==> config.mk <==
export PLATFORM = sky130hd
export DESIGN_NAME = sc_corr_sng_flat
export DESIGN_NICKNAME = d
export VERILOG_FILES = /design/src/rtl/sc_corr_sng_if.sv /design/src/rtl/sc_corr_sng.sv /design/src/flat_wrapper.sv
export SDC_FILE = /design/constraint.sdc
export NUM_CORES = 1
export LEC_CHECK = 0
export ABC_CLOCK_PERIOD_IN_PS = 2550
export BUFFER_PORTS_ARGS = -buffer_cell sky130_fd_sc_hd__clkbuf_2
export CAP_MARGIN = 20
export CORE_MARGIN = 2
export CORE_UTILIZATION = 60
export CTS_CLUSTER_SIZE = 28
export DETAILED_ROUTE_END_ITERATION = 12
export PLACE_DENSITY = 0.91
export SETUP_SLACK_MARGIN = 0.02
export SLEW_MARGIN = 20
export SYNTH_ARGS = -nofsm -noshare
export SYNTH_HDL_FRONTEND = slang
export SYNTH_SLANG_ARGS = --single-unit
==> constraint.sdc <==
create_clock -name clk -period 2.55 [get_ports clk]
set_input_delay 0.255 -clock clk [delete_from_list [all_inputs] [get_ports clk]]
set_output_delay 0.255 -clock clk [all_outputs]
set_load 0.005 [all_outputs]
==> src/rtl/sc_corr_sng_if.sv <==
// Load handshake and stream output bundle for the correlated stochastic number generator.
interface sc_corr_sng_if #(
  parameter int unsigned WIDTH = 8
);
  logic             in_valid;
  logic             in_ready;
  logic [WIDTH-1:0] in_a;
  logic [WIDTH-1:0] in_b;
  logic             hold;
  logic             bit_valid;
  logic             bit_a;
  logic             bit_b;
  logic             bit_last;

  modport master (
    output in_valid, in_a, in_b, hold,
    input  in_ready, bit_valid, bit_a, bit_b, bit_last
  );

  modport slave (
    input  in_valid, in_a, in_b, hold,
    output in_ready, bit_valid, bit_a, bit_b, bit_last
  );
endinterface

==> src/rtl/sc_corr_sng.sv <==
// Correlated stochastic number generator: two unipolar streams compared against one shared
// Galois LFSR, giving maximally positively correlated bitstreams of length 2^WIDTH-1.
module sc_corr_sng #(
  parameter int unsigned      WIDTH = 8,
  parameter logic [WIDTH-1:0] TAPS  = WIDTH'(8'hB8),
  parameter logic [WIDTH-1:0] SEED  = WIDTH'(8'h01)
) (
  input  logic         clk,
  input  logic         rst,
  sc_corr_sng_if.slave bus
);

  localparam logic [WIDTH-1:0] LAST_CNT = {{(WIDTH-1){1'b1}}, 1'b0};

  // An all-zero seed would lock the LFSR at zero.
  generate
    if (SEED == '0) begin : g_bad_seed
      $error("sc_corr_sng: SEED must be nonzero");
    end
  endgenerate

  typedef enum logic {IDLE, RUN} state_t;

  state_t           state;
  logic [WIDTH-1:0] a_reg;
  logic [WIDTH-1:0] b_reg;
  logic [WIDTH-1:0] lfsr;
  logic [WIDTH-1:0] cnt;

  logic             run_c;
  logic             valid_c;
  logic             last_c;
  logic             ready_c;
  logic             xfer_c;
  logic [WIDTH-1:0] lfsr_next_c;

  assign run_c       = (state == RUN);
  assign valid_c     = run_c && !bus.hold;
  assign last_c      = valid_c && (cnt == LAST_CNT);
  assign ready_c     = !rst && (!run_c || last_c);
  assign xfer_c      = bus.in_valid && ready_c;
  assign lfsr_next_c = lfsr[0] ? ((lfsr >> 1) ^ TAPS) : (lfsr >> 1);

  // Both streams compare against the same LFSR value in the same cycle.
  assign bus.in_ready  = ready_c;
  assign bus.bit_valid = valid_c;
  assign bus.bit_a     = valid_c && (lfsr <= a_reg);
  assign bus.bit_b     = valid_c && (lfsr <= b_reg);
  assign bus.bit_last  = last_c;

  // A new load on the last-bit cycle takes priority over returning to IDLE.
  always_ff @(posedge clk) begin
    if (rst) begin
      state <= IDLE;
      a_reg <= '0;
      b_reg <= '0;
      cnt   <= '0;
      lfsr  <= SEED;
    end else if (xfer_c) begin
      state <= RUN;
      a_reg <= bus.in_a;
      b_reg <= bus.in_b;
      cnt   <= '0;
      lfsr  <= SEED;
    end else if (valid_c) begin
      lfsr <= lfsr_next_c;
      cnt  <= cnt + WIDTH'(1);
      if (last_c) state <= IDLE;
    end
  end

endmodule

==> src/flat_wrapper.sv <==
// flat-port wrapper written by rule: the top's interface ports become plain ports
module sc_corr_sng_flat 
#(
  parameter int unsigned      WIDTH = 8,
  parameter logic [WIDTH-1:0] TAPS  = WIDTH'(8'hB8),
  parameter logic [WIDTH-1:0] SEED  = WIDTH'(8'h01)
)
  (clk, rst, bus_in_valid, bus_in_a, bus_in_b, bus_hold, bus_in_ready, bus_bit_valid, bus_bit_a, bus_bit_b, bus_bit_last);
  sc_corr_sng_if #(.WIDTH(WIDTH)) bus_i ();
  input  logic clk;
  input  logic rst;
  input wire logic [$bits(bus_i.in_valid)-1:0] bus_in_valid;
  input wire logic [$bits(bus_i.in_a)-1:0] bus_in_a;
  input wire logic [$bits(bus_i.in_b)-1:0] bus_in_b;
  input wire logic [$bits(bus_i.hold)-1:0] bus_hold;
  output wire logic [$bits(bus_i.in_ready)-1:0] bus_in_ready;
  output wire logic [$bits(bus_i.bit_valid)-1:0] bus_bit_valid;
  output wire logic [$bits(bus_i.bit_a)-1:0] bus_bit_a;
  output wire logic [$bits(bus_i.bit_b)-1:0] bus_bit_b;
  output wire logic [$bits(bus_i.bit_last)-1:0] bus_bit_last;
  assign bus_i.in_valid = bus_in_valid;
  assign bus_i.in_a = bus_in_a;
  assign bus_i.in_b = bus_in_b;
  assign bus_i.hold = bus_hold;
  assign bus_in_ready = bus_i.in_ready;
  assign bus_bit_valid = bus_i.bit_valid;
  assign bus_bit_a = bus_i.bit_a;
  assign bus_bit_b = bus_i.bit_b;
  assign bus_bit_last = bus_i.bit_last;
  sc_corr_sng #(.WIDTH(WIDTH), .TAPS(TAPS), .SEED(SEED)) u_core (.clk(clk), .rst(rst), .bus(bus_i));
endmodule
==> summary.md <==
### Yosys
• mapped cell area: 1650 µm²
• EDFF count, synth: 0
• Mapped Avg Cell Area: 9.36 µm²
• asr flop ratio synth: 0%
• Ys Warns: 0
• portion of synthesized cell area occupied by the leading cell type: 40.1%
• instance count of the mapped netlist: 176
• sequential-to-total area share from yosys stat: 40.1%
• cells taking the most area after synthesis: sky130_fd_sc_hd__dfxtp_1 (40%), sky130_fd_sc_hd__ha_1 (14%), sky130_fd_sc_hd__a22o_2 (6.1%)
• number of library cell types mapped by synthesis: 31
• flops & latches, synth: 33
• nets in the synthesized netlist: 214
• most repeated cell in the gate-level netlist after synthesis: sky130_fd_sc_hd__dfxtp_1
• most instantiated cells after synthesis: sky130_fd_sc_hd__dfxtp_1 (33), sky130_fd_sc_hd__inv_1 (21), sky130_fd_sc_hd__ha_1 (18)
• main flop type after synthesis: sky130_fd_sc_hd__dfxtp_1
• leading area contributor after synthesis: sky130_fd_sc_hd__dfxtp_1

### Place
• placed cells: 226
• Setup WS pre-CTS: 0.624 ns
• count of port buffers added during placement: 24
• placed wire-length estimate after detailed placement: 2510 µm
• global placement routability congestion: 0.859

### Route
• remaining routing DRC violations: 0
• number of routed nets with antenna violations: 0
• routed vias: 1,339
• length of the first detailed-routing pass in iterations: 4
• wire length after detailed routing: 3390 µm
• vias per inst: 5.72
• per-cell routed wire length: 14.5 µm
• DR iter-0 viols: 37

### STA
• maximum clock frequency: 0.465 GHz
• period utilisation layout: 84.4%
• final worst setup slack: 0.398 ns
• minimum hold slack: 0.110 ns
• Rel. slew slack: 45.7%
• unrepaired setup endpoints after global routing: no
• final max-slew violation count: 0
• setup total negative slack: 0 ns
• post-layout minimum cycle time: 2.15 ns
• Worst Tran Pin Value: 0.815 ns
• skew final: 0.0101 ns
• endpoints failing setup: 0
• final hold vios: 0

### Floorplan
• vertical die dimension: 56.4 µm
• Core Box Area: 2690 µm²
• die footprint: 3180 µm²
• width of the chip: 56.4 µm
• effective utilization at floorplan: 61.3%
• I/O pin count: 25
• num rows: 19

### Clock network
• root cell of the clock tree: sky130_fd_sc_hd__clkbuf_4
• number of buffers created by CTS: 5
• Gates resized, CTS repair: 0
• clock network latency to the later pin of the worst-skew pair: 0.35 ns
• clock tree from TritonCTS: built
• number of sinks on the clock net: 33
• post-CTS setup buffers: 0
• number of levels in the clock H-tree: 2
• CTS clock-pin slew for the worst setup and hold paths: 0.11 ns
• number of hold-repair buffers added at the cts stage: 0
• maximum buffer depth of the clock tree: 2

### Setup path
• Register-to-Register Setup Slack: 0.56 ns
• signal arrival time at the worst endpoint: 1.90 ns
• endpoint type of the worst setup path: primary output
• worst setup path endpoint: bus_bit_a
• Reg2Reg Capture Point: u_core.b_reg[2]$_SDFFE_PP0P_
• Max FO, Critical Path: 5
• required time of the worst setup path: 2.30 ns
• beginning of the critical path: u_core.lfsr[0]$_SDFFE_PP1P_
• Reg-to-Reg Start: u_core.cnt[0]$_SDFFE_PP0P_
• path type of the worst setup path: reg -> out
• critical path startpoint category: flip-flop
• count of cells along the worst register-to-register path: 6

### Outcome
• outcome: finished, final reports clean

### Cells and area
• layout cell share with drive strength beyond 1: 24.6%
• Nets: 240
• Cell Count, Final, Fillers Out: 234
• Antenna Cells: 0
• area added between synthesis and finish: 14.3%

### Global routing
• wire length of the first global-routing pass: 5980 µm
• Remaining Overflow, GRT: 0
• vias in the first global route: 1,374
• total global-route track usage: 24.6%
• initial antenna violation count: 0
• maximum number of pins on one net before global-route repair: 20

### Pwr
• maximum ir drop on the vdd rail: 492 µV
• Power Density: 632 nW/µm²
• leakage power of the design: 0.840 nW

### Hold path
• Hold Crit Class: in -> reg

### Flow run
• number of max-cap violations: 0

==> layout by cell type (no fill, tap or decap), types with 3 or more instances in the layout <==
cell type / instances
sky130_fd_sc_hd__dfxtp_1: 33
sky130_fd_sc_hd__nand4_1: 4
sky130_fd_sc_hd__a21o_1: 3
sky130_fd_sc_hd__a22o_2: 10
sky130_fd_sc_hd__a211oi_1: 4
sky130_fd_sc_hd__xnor2_1: 4
sky130_fd_sc_hd__a22o_1: 6
sky130_fd_sc_hd__clkbuf_2: 24
sky130_fd_sc_hd__a21oi_1: 13
sky130_fd_sc_hd__inv_1: 21
sky130_fd_sc_hd__ha_1: 18
sky130_fd_sc_hd__nand2_1: 15
sky130_fd_sc_hd__nor2_1: 11
sky130_fd_sc_hd__clkbuf_4: 5
sky130_fd_sc_hd__o211ai_1: 3
sky130_fd_sc_hd__nand3_1: 6
sky130_fd_sc_hd__xor2_1: 4
==> cell type report <==
cell class              instances  area [µm²]
repair buffers                 25         128
fillers                       198         803
flip-flops and latches         33         661
multi-input cells             115         871
clock buffers                   5        37.5
inverters                      22        82.6
well taps                      31        38.8
clock inverters                 3        65.1
==> metal layers <==
| layer | GRT usage (%) | routed length [µm] | vias up |
|---|---|---|---|
| met3 | 8.06 | 195 | 11 |
| met2 | 40.8 | 1700 | 38 |
| met5 | 0 | 0 | - |
| met1 | 28.2 | 1400 | 623 |
| li1 | - | - | 667 |
| met4 | 12.6 | 93 | 0 |
==> report_power, final <==
group / switching (mW) / total (mW) / internal [mW]
sequential: 0.0167 / 0.554 / 0.537
clock: 0.185 / 0.488 / 0.303
combinational: 0.0776 / 0.148 / 0.0704
==> worst min path at each step <==
stage,startpoint,endpoint,slack (ns),depth (start not counted)
2_1_floorplan,rst,u_core.run_c$_SDFFE_PP0P_,0.32,1
3_3_place_gp,bus_in_a[4],u_core.a_reg[4]$_SDFFE_PP0P_,0.46,2
3_5_place_dp,bus_in_a[3],u_core.a_reg[3]$_SDFFE_PP0P_,0.47,2
4_1_cts,bus_in_a[3],u_core.a_reg[3]$_SDFFE_PP0P_,0.10,2
5_1_grt,bus_in_a[3],u_core.a_reg[3]$_SDFFE_PP0P_,0.09,2
6_report,bus_in_a[0],u_core.a_reg[0]$_SDFFE_PP0P_,0.11,2
==> stage by stage <==
| stage | util, % | cell area (µm²) | total power [mW] |
|---|---|---|---|
| after CTS | 70.1 | 1880 | 1.19 |
| final | 70.1 | 1880 | 1.19 |
| after global placement | 66.3 | 1780 | 0.699 |
| after global routing | 70.1 | 1880 | 1.24 |
| after floorplan | - | 1650 | 0.665 |
| after detailed placement | 66.3 | 1780 | 0.711 |
==> kinds of logic after synthesis <==
family                     synth area share [%]
and+or+nand+nor                            13.7
AOI/OAI and AO/OA                          21.3
DFF                                        40.1
buffers and inverters                      7.06
adders and majority gates                  13.7
xor gates and xnor gates                   4.25
==> worst max-delay path, stage by stage, from the launching register on <==
cell and delay, ns:
sky130_fd_sc_hd__dfxtp_1 0.46, sky130_fd_sc_hd__inv_1 0.14, sky130_fd_sc_hd__ha_1 0.23, sky130_fd_sc_hd__o221a_2 0.30, sky130_fd_sc_hd__o211ai_1 0.19, sky130_fd_sc_hd__a21oi_1 0.11, sky130_fd_sc_hd__clkbuf_2 0.13
No activity file was read; power rests on OpenSTA's default activity.
